### config.mk
export PLATFORM = sky130hd
export DESIGN_NAME = uart_boot_loader
export DESIGN_NICKNAME = d
export VERILOG_FILES = /design/src/rtl/uart_boot_loader_pkg.sv /design/src/rtl/uart_boot_loader_word_assembler.sv /design/src/rtl/uart_boot_loader.sv
export SDC_FILE = /design/constraint.sdc
export NUM_CORES = 1
export LEC_CHECK = 0
export CAP_MARGIN = 25
export CORE_MARGIN = 2
export CORE_UTILIZATION = 47
export CTS_BUF_LIST = sky130_fd_sc_hd__clkbuf_16
export CTS_CLUSTER_SIZE = 40
export DETAILED_ROUTE_END_ITERATION = 10
export PLACE_DENSITY = 0.82
export SLEW_MARGIN = 0
export SYNTH_ARGS = -nofsm -noshare
export SYNTH_HDL_FRONTEND = slang
export SYNTH_SLANG_ARGS = --single-unit
### constraint.sdc
create_clock -name clk -period 7.3 [get_ports clk]
set_input_delay 1.46 -clock clk [delete_from_list [all_inputs] [get_ports clk]]
set_output_delay 1.46 -clock clk [all_outputs]
set_load 0.05 [all_outputs]
### src/rtl/uart_boot_loader_pkg.sv
// uart_boot_loader_pkg: shared widths and loader state encoding
package uart_boot_loader_pkg;
  localparam int BYTE_WID = 8;
  localparam int DATA_WID = 32;
  typedef enum logic [1:0] {LEN, DATA, DONE, ERR} loader_state_t;
endpackage

### src/rtl/uart_boot_loader_word_assembler.sv
// word_assembler: packs little-endian bytes into 32-bit words and flags the completing byte
import uart_boot_loader_pkg::*;

module word_assembler (
  input  logic                clk,
  input  logic                rst,
  input  logic                i_clr,
  input  logic                i_valid,
  input  logic [BYTE_WID-1:0] i_byte,
  output logic [1:0]          o_bidx,
  output logic [DATA_WID-1:0] o_word,
  output logic                o_last
);
  logic [DATA_WID-BYTE_WID-1:0] r_sh;
  logic [1:0]                   r_bidx;
  always_ff @(posedge clk or posedge rst)
    if (rst) begin
      r_sh   <= '0;
      r_bidx <= '0;
    end else if (i_clr) begin
      r_bidx <= '0;
    end else if (i_valid) begin
      r_sh   <= {i_byte, r_sh[DATA_WID-BYTE_WID-1:BYTE_WID]};
      r_bidx <= r_bidx + 2'd1;
    end
  // The completing byte is merged combinationally so the word is ready on the same edge.
  assign o_bidx = r_bidx;
  assign o_word = {i_byte, r_sh};
  assign o_last = i_valid && r_bidx == 2'd3;
endmodule

### src/rtl/uart_boot_loader.sv
// uart_boot_loader: loads a length-prefixed UART byte stream into memory port B, then releases the CPU
import uart_boot_loader_pkg::*;

module uart_boot_loader #(
  parameter logic [31:0] BASE_ADDR   = 32'h0000_0000,
  parameter int          MAX_WORDS   = 16384,
  parameter int          TIMEOUT_CYC = 50_000_000
) (
  input  logic        clk,
  input  logic        rst,
  input  logic [7:0]  rx_byte,
  input  logic        rx_valid,
  input  logic        reload,
  output logic [31:0] uart_addr,
  output logic [31:0] uart_data,
  output logic        uart_we,
  output logic        uart_done,
  output logic        err,
  output logic [15:0] words_left
);
  localparam int TW = $clog2(TIMEOUT_CYC + 1);
  loader_state_t r_state;
  logic [31:0]   r_addr, r_data;
  logic          r_we, r_done, r_err;
  logic [15:0]   r_left;
  logic [TW-1:0] r_tcnt;
  logic          w_acc, w_last, w_tout;
  logic [1:0]    w_bidx;
  logic [31:0]   w_word;
  assign w_acc  = rx_valid && !reload && (r_state == LEN || (r_state == DATA && r_left != 16'd0));
  assign w_tout = r_tcnt == TW'(TIMEOUT_CYC - 1);
  word_assembler u_asm (
    .clk    (clk),
    .rst    (rst),
    .i_clr  (reload),
    .i_valid(w_acc),
    .i_byte (rx_byte),
    .o_bidx (w_bidx),
    .o_word (w_word),
    .o_last (w_last)
  );
  always_ff @(posedge clk or posedge rst)
    if (rst) begin
      r_state <= LEN;
      r_addr  <= '0;
      r_data  <= '0;
      r_we    <= 1'b0;
      r_done  <= 1'b0;
      r_err   <= 1'b0;
      r_left  <= '0;
      r_tcnt  <= '0;
    end else if (reload) begin
      r_state <= LEN;
      r_we    <= 1'b0;
      r_done  <= 1'b0;
      r_err   <= 1'b0;
      r_left  <= '0;
      r_tcnt  <= '0;
    end else begin
      r_we <= 1'b0;
      case (r_state)
        LEN:
          if (w_acc) begin
            r_tcnt <= '0;
            if (w_last) begin
              if (w_word == 32'd0) begin
                r_state <= DONE;
                r_done  <= 1'b1;
              end else if (w_word > 32'(MAX_WORDS)) begin
                r_state <= ERR;
                r_err   <= 1'b1;
              end else begin
                r_state <= DATA;
                r_left  <= w_word[15:0];
                r_addr  <= BASE_ADDR - 32'd4;
              end
            end
          end else if (w_bidx != 2'd0) begin
            if (w_tout) begin
              r_state <= ERR;
              r_err   <= 1'b1;
            end else r_tcnt <= r_tcnt + 1'b1;
          end
        // Completion is seen one cycle after the final write so done never overlaps a write.
        DATA:
          if (r_left == 16'd0) begin
            r_state <= DONE;
            r_done  <= 1'b1;
          end else if (w_acc) begin
            r_tcnt <= '0;
            if (w_last) begin
              r_data <= w_word;
              r_addr <= r_addr + 32'd4;
              r_left <= r_left - 16'd1;
              r_we   <= 1'b1;
            end
          end else if (w_tout) begin
            r_state <= ERR;
            r_err   <= 1'b1;
          end else r_tcnt <= r_tcnt + 1'b1;
        default: ;
      endcase
    end
  assign uart_addr  = r_addr;
  assign uart_data  = r_data;
  assign uart_we    = r_we;
  assign uart_done  = r_done;
  assign err        = r_err;
  assign words_left = r_left;
endmodule

==> out/results.tsv, run 1 <==
metric	value	unit
status	finished, final reports clean	
Hold Buf Count CTS	0	
via count	6054	
initial antenna violation count	0	
most frequent cell after synthesis	nand2_1	
arrival time worst endpoint	4.65	ns
# port buffers	92	
RSZ-0062 raised after global routing	false	
drt total wl	17.0	mm
WP depth	8	
Fin Hold WS	0.478	ns
Core Region	13900	sq um
Post-synth top flop	dfrtp_1	
vias in the first global route	5591	
hold endpoint	uart_data[7]	
TritonCTS buffer count	17	
die height	123	um
largest cells by area after synthesis	dfrtp_1 (51%), nand2_1 (13%), a21oi_1 (3.1%)	
Avg Cell Area, Syn	8.65	sq um
PwrDens	257	nW/um^2
Crit-path slowest cell	nand2_1	
DRT Pass-1 Iters	5	
final cell count without fillers	1043	
RD Place Congestion	0.939	
fillcell total	1181	
root buffer cell	clkbuf_16	
DR iter-0 viols	643	
setup bufs post-CTS	0	
flops & latches, synth	135	
sequential cell area	3380	sq um
I/O pin count	95	
Post-DP Area	7700	sq um
Crit path max-delay family	simple AND/OR/NAND/NOR gates	
Hold Violations, Final	0	
Max Slew Vio Count	0	
setup_tns	0	ns
worst reg2reg startpoint	words_left[4]	
maximum VDD drop	0.173	mV
leak pwr	3.82	nW
# rows	43	
Max-Slew Margin vs Limit	40.2	%
drc violations	0	
detailed placer's ending HPWL	11.0	mm
Clk pin slew, worst setup/hold paths	0.06	ns
FF-to-FF End	uart_addr[27]	
wire per inst	16.3	um
CP Buf/Inv Count	2	
CP max FO	26	
global-route wire length before repair	28.1	mm
synth cell count leaders	nand2_1 (232), dfrtp_1 (135), a21oi_1 (41), nor2_1 (41)	
fraction of registers with async set/reset	100	%
worst-path cell chain	clkdlybuf4s50_1 > buf_4 > and3b_1 > nor3b_1 > nand3_1 > nand2_1 > o21ai_0 > a32o_1	
Initial Util	48.0	%
# resized after CTS	0	
Final setup viols	0	
vias per inst	5.80	
hold path start	uart_data[7]	
Hold Path Class	reg2reg	
R2R depth	10	
Skew-Pair Late Insertion Delay	0.42	ns
MaxCap Viol Count	0	
Post-Route Utilization	60.2	%
Max H-tree Level	4	
CTS tree	built	
remaining antenna violation count	0	
share of cells above drive strength 1	6.37	%
actual slew at the worst max-slew pin	0.895	ns
Synth Cell Area	6660	sq um
flop-to-flop setup slack	3.80	ns
fin nets	868	
Synth cell types	59	
Synth Instances	770	
Die Span X	123	um
Layout area overhead	25.4	%
Yosys top cell by area	dfrtp_1	
Diodes inserted	0	
Ys Warns	0	
WS Path Type	in2reg	
worst-case clock skew	0.00975	ns
min Tclk post-route	4.34	ns
Die Area	15100	sq um
placed insts	1008	
Data required, critical path	7.61	ns
clock sink count	135	
critical path launch point type	input port	
Hold Crit Depth	2	
largest net degree at the start of global routing	77	
CP Capture Type	flip-flop	
grt ovf	0	
Design Area, Final	8350	sq um
final period utilization	59.5	%
post-synthesis sequential area ratio	50.7	%
GRT Total Usage	23.6	%
top-area cell type share of the netlist area	50.7	%
fmax	230	MHz
count of flip-flops with a built-in enable after synthesis	0	
area of the multi-input gates	3060	sq um
Worst path max stage delay	0.91	ns
clock buffer depth	2	
==> layer usage <==
layer  global-route usage, %  up-vias  part of all wire (%)
met2                    36.6      255                    47
met3                    5.81       24                   7.8
li1                        -     2865                     -
met5                       0        -                     0
met1                    32.5     2910                    44
met4                    8.10        0                   1.6
==> report_power, final <==
| group | switching, mW | internal, mW | total (mW) |
|---|---|---|---|
| logic | 0.238 | 0.134 | 0.372 |
| registers | 0.117 | 0.821 | 0.938 |
| clock network | 0.331 | 0.503 | 0.834 |
==> how the worst max path moves through the flow <==
stage	from	slack, ns	to
finish	reload	2.96	words_left[6]
global route	reload	2.68	words_left[6]
CTS	reload	3.05	words_left[6]
detailed placement	reload	2.61	words_left[6]
global placement	reload	2.69	words_left[6]
floorplan	rst	2.23	err
==> worst min-delay path, delay by kind of cell, from the launching register on <==
| family | cells | cell delay (ns) |
|---|---|---|
| AND/OR/NAND/NOR | 2 | 0.10 |
| flip-flops | 1 | 0.34 |
==> cells by family (layout without fill, tap and decap cells) <==
| family | count (synthesis) | after routing | share of synthesized area [%] |
|---|---|---|---|
| simple gates | 401 | 401 | 27.1 |
| buf+inv | 59 | 151 | 3.64 |
| flops | 135 | 135 | 50.7 |
| mux | 4 | 4 | 0.620 |
| fa+ha+maj | 6 | 6 | 1.13 |
| compound gates | 145 | 145 | 14.3 |
| other cells | 1 | 2 | 0.0563 |
| xor+xnor | 19 | 19 | 2.50 |
==> final cells by class <==
type | count | area share, %
Sequential cell | 135 | 40.4
Multi-Input combinational cell | 577 | 36.6
Timing Repair Buffer | 102 | 12.5
Clock buffer | 17 | 5.09
Tap cell | 180 | 2.70
Clock inverter | 15 | 1.83
Inverter | 17 | 0.794
==> placed cells by master (no fill, tap or decap), types with 5 or more instances in the layout <==
cell and instances:
or3_1 6, and3_1 17, xnor2_1 5, buf_4 7, nor3_1 19, a21oi_1 41, ha_1 6, dfrtp_1 135
o211ai_1 6, a31oi_1 10, nand2_1 232, clkdlybuf4s50_1 92, clkbuf_16 17, nor2_1 41, o21ai_0 32, inv_1 14
o32ai_1 5, or4_1 7, o31ai_1 11, xor2_1 14, nand3_1 31, nor4_1 12, a32o_1 6, nand4_1 11
==> through the flow <==
stage	power (mW)	worst slack, ns
floorplan	1.19	2.23
global placement	1.30	2.69
detailed placement	1.31	2.61
CTS	2.14	3.05
global route	2.25	2.68
finish	2.14	2.96
==> registers in the layout, summed over array words and instances (netlist names), 2 cells and up <==
signal	count
uart_data	32
r_state	2
uart_addr	30
u_asm.o_bidx	2
r_tcnt	26
u_asm.r_sh	24
words_left	16
Power figures use the tool's default switching activity.
==> run 2, diff against run 1 <==
--- a/config.mk
+++ b/config.mk
@@ -11,7 +11,7 @@
 export CTS_BUF_LIST = sky130_fd_sc_hd__clkbuf_16
 export CTS_CLUSTER_SIZE = 40
 export DETAILED_ROUTE_END_ITERATION = 10
-export PLACE_DENSITY = 0.82
+export PLACE_DENSITY = 0.85
 export SLEW_MARGIN = 0
 export SYNTH_ARGS = -nofsm -noshare
 export SYNTH_HDL_FRONTEND = slang
==> constraint.sdc (replaced) <==
create_clock -name clk -period 3.6 [get_ports clk]
set_input_delay 0.72 -clock clk [delete_from_list [all_inputs] [get_ports clk]]
set_output_delay 0.72 -clock clk [all_outputs]
set_load 0.05 [all_outputs]
==> run 2 against run 1 <==
Compared with the run above: non-clock buffer count is 6 higher; utilization is 0.32 points lower; routed wire length hardly changed; largest cell class unchanged; sequential cell count stayed put; sequential power is 100% higher; register-to-register slack worse by 3.2 ns; total power is 96% higher; combinational power is 100% higher; sequential share of layout area is 0.21 points higher; clock-buffer cell count stayed put; via count is 1.6% lower; global-route usage is 0.41 points lower.
==> out/results.tsv, run 2 (synthesis gave the netlist of run 1 again) <==
metric	value	unit	change
setup_tns	0	ns	unchanged
via count	5956		was 6054
vias in the first global route	5419		was 5591
root buffer cell	clkbuf_16		unchanged
final period utilization	82.5	%	
flip-flop count of the largest register after layout	32		unchanged
remaining antenna violation count	0		unchanged
worst-case clock skew	0.00908	ns	was 0.00975 ns
Skew-Pair Late Insertion Delay	0.42	ns	about the same
initial antenna violation count	0		unchanged
Die Span X	123	um	unchanged
Max H-tree Level	4		unchanged
Die Area	15100	sq um	unchanged
actual slew at the worst max-slew pin	1.04	ns	was 0.895 ns
DRT Pass-1 Iters	5		unchanged
CP Capture Type	flip-flop		unchanged
Setup WS post-layout	0.631	ns	was 2.96 ns
CTS tree	built		unchanged
RD Place Congestion	0.909		was 0.939
wire per inst	16.2	um	was 16.3 um
leak pwr	3.80	nW	was 3.82 nW
die height	123	um	unchanged
placed insts	1017		was 1008
Data required, critical path	3.91	ns	was 7.61 ns
maximum VDD drop	0.313	mV	was 0.173 mV
MaxCap Viol Count	0		unchanged
Hold Path Class	reg2reg		unchanged
Clk pin slew, worst setup/hold paths	0.06	ns	about the same
Core Region	13900	sq um	unchanged
DP Worst Slack	0.409	ns	was 2.61 ns
DR iter-0 viols	596		was 643
GRT Total Usage	23.2	%	was 23.6%
# rows	43		unchanged
Hold Violations, Final	0		unchanged
Max Slew Vio Count	0		unchanged
drt total wl	17.0	mm	about the same
WS Path Type	reg2reg		was in2reg
share of cells above drive strength 1	6.11	%	was 6.37%
global-route wire length before repair	27.3	mm	was 28.1 mm
clock buffer depth	2		unchanged
CP max FO	27		was 26
min Tclk post-route	2.97	ns	
Initial Util	48.0	%	unchanged
TritonCTS buffer count	17		unchanged
Max-Slew Margin vs Limit	30.8	%	was 40.2%
vias per inst	5.69		was 5.80
fmax	337	MHz	
clock sink count	135		unchanged
Diodes inserted	0		unchanged
# resized after CTS	0		unchanged
grt ovf	0		unchanged
most frequent cells in the layout	nand2_1 (232), dfrtp_1 (135), clkdlybuf4s50_1 (92), nor2_1 (41), a21oi_1 (41)		unchanged
drc violations	0		unchanged
RSZ-0062 raised after global routing	false		unchanged
detailed placer's ending HPWL	11.4	mm	was 11.0 mm
# port buffers	92		unchanged
PwrDens	506	nW/um^2	was 257 nW/um^2
setup bufs post-CTS	0		unchanged
Tot Pwr	4.21	mW	was 2.14 mW
Hold Buf Count CTS	0		unchanged
most common cell after layout, fill and taps aside	nand2_1		unchanged
Final setup viols	0		unchanged
largest net degree at the start of global routing	65		was 77
flop-to-flop setup slack	0.63	ns	was 3.80 ns
fin nets	874		was 868
critical path launch point type	flip-flop		was input port
Layout area overhead	24.7	%	was 25.4%
I/O pin count	95		unchanged
status	finished, final reports clean		unchanged
final cell count without fillers	1047		was 1043
arrival time worst endpoint	3.28	ns	was 4.65 ns
run 2: path summary, 6_finish.rpt:
path                       depth (start not counted)            end           from
setup / recovery                                   7  words_left[2]  words_left[4]
setup reg to reg                                   7  words_left[2]  words_left[4]
max in group asynchronous                          3      uart_done            rst
hold reg to reg                                    2   uart_data[8]   uart_data[8]
min in group asynchronous                          2     r_tcnt[21]            rst
hold / removal                                     2   uart_data[8]   uart_data[8]
run 2: area by class of cell:
cell class                 instances  area, sq um
clock buffer                      17          425
clock inverter                    13         92.6
fill                            1193         5570
inverter                          17         67.6
multi-input combinational        577         3050
sequential                       135         3380
tap                              180          225
timing repair buffer             108         1070
run 2: worst max-delay path: stages, from the launching register on:
cell and delay, ns:
dfrtp_1 0.44, nor3_1 0.35, and3_1 0.40, nand3_1 0.29, nand3_2 0.16, and2_1 0.83, nor2_1 0.11, o32ai_1 0.28
run 2: routing by layer:
metal / vias to the layer above / global-route usage [%] / wire, um
met5: - / 0 / 0
met4: 0 / 8.81 / 329
met3: 25 / 4.98 / 1150
met2: 238 / 36.8 / 7950
met1: 2828 / 31.4 / 7540
li1: 2865 / - / -
run 2: report_power, final:
group	total (mW)	switching (mW)	internal [mW]
clock network	1.55	0.631	0.923
logic	0.754	0.475	0.279
registers	1.90	0.236	1.66
run 2: metrics by stage:
| step | utilization (%) | hold WS [ns] | instance area, sq um |
|---|---|---|---|
| finish | 59.9 | 0.473 | 8310 |
| global route | 59.9 | 0.492 | 8310 |
| CTS | 59.9 | 0.478 | 8310 |
| detailed placement | 56.1 | 0.461 | 7790 |
| global placement | 56.1 | 0.460 | 7790 |
| floorplan | - | 0.467 | 6670 |
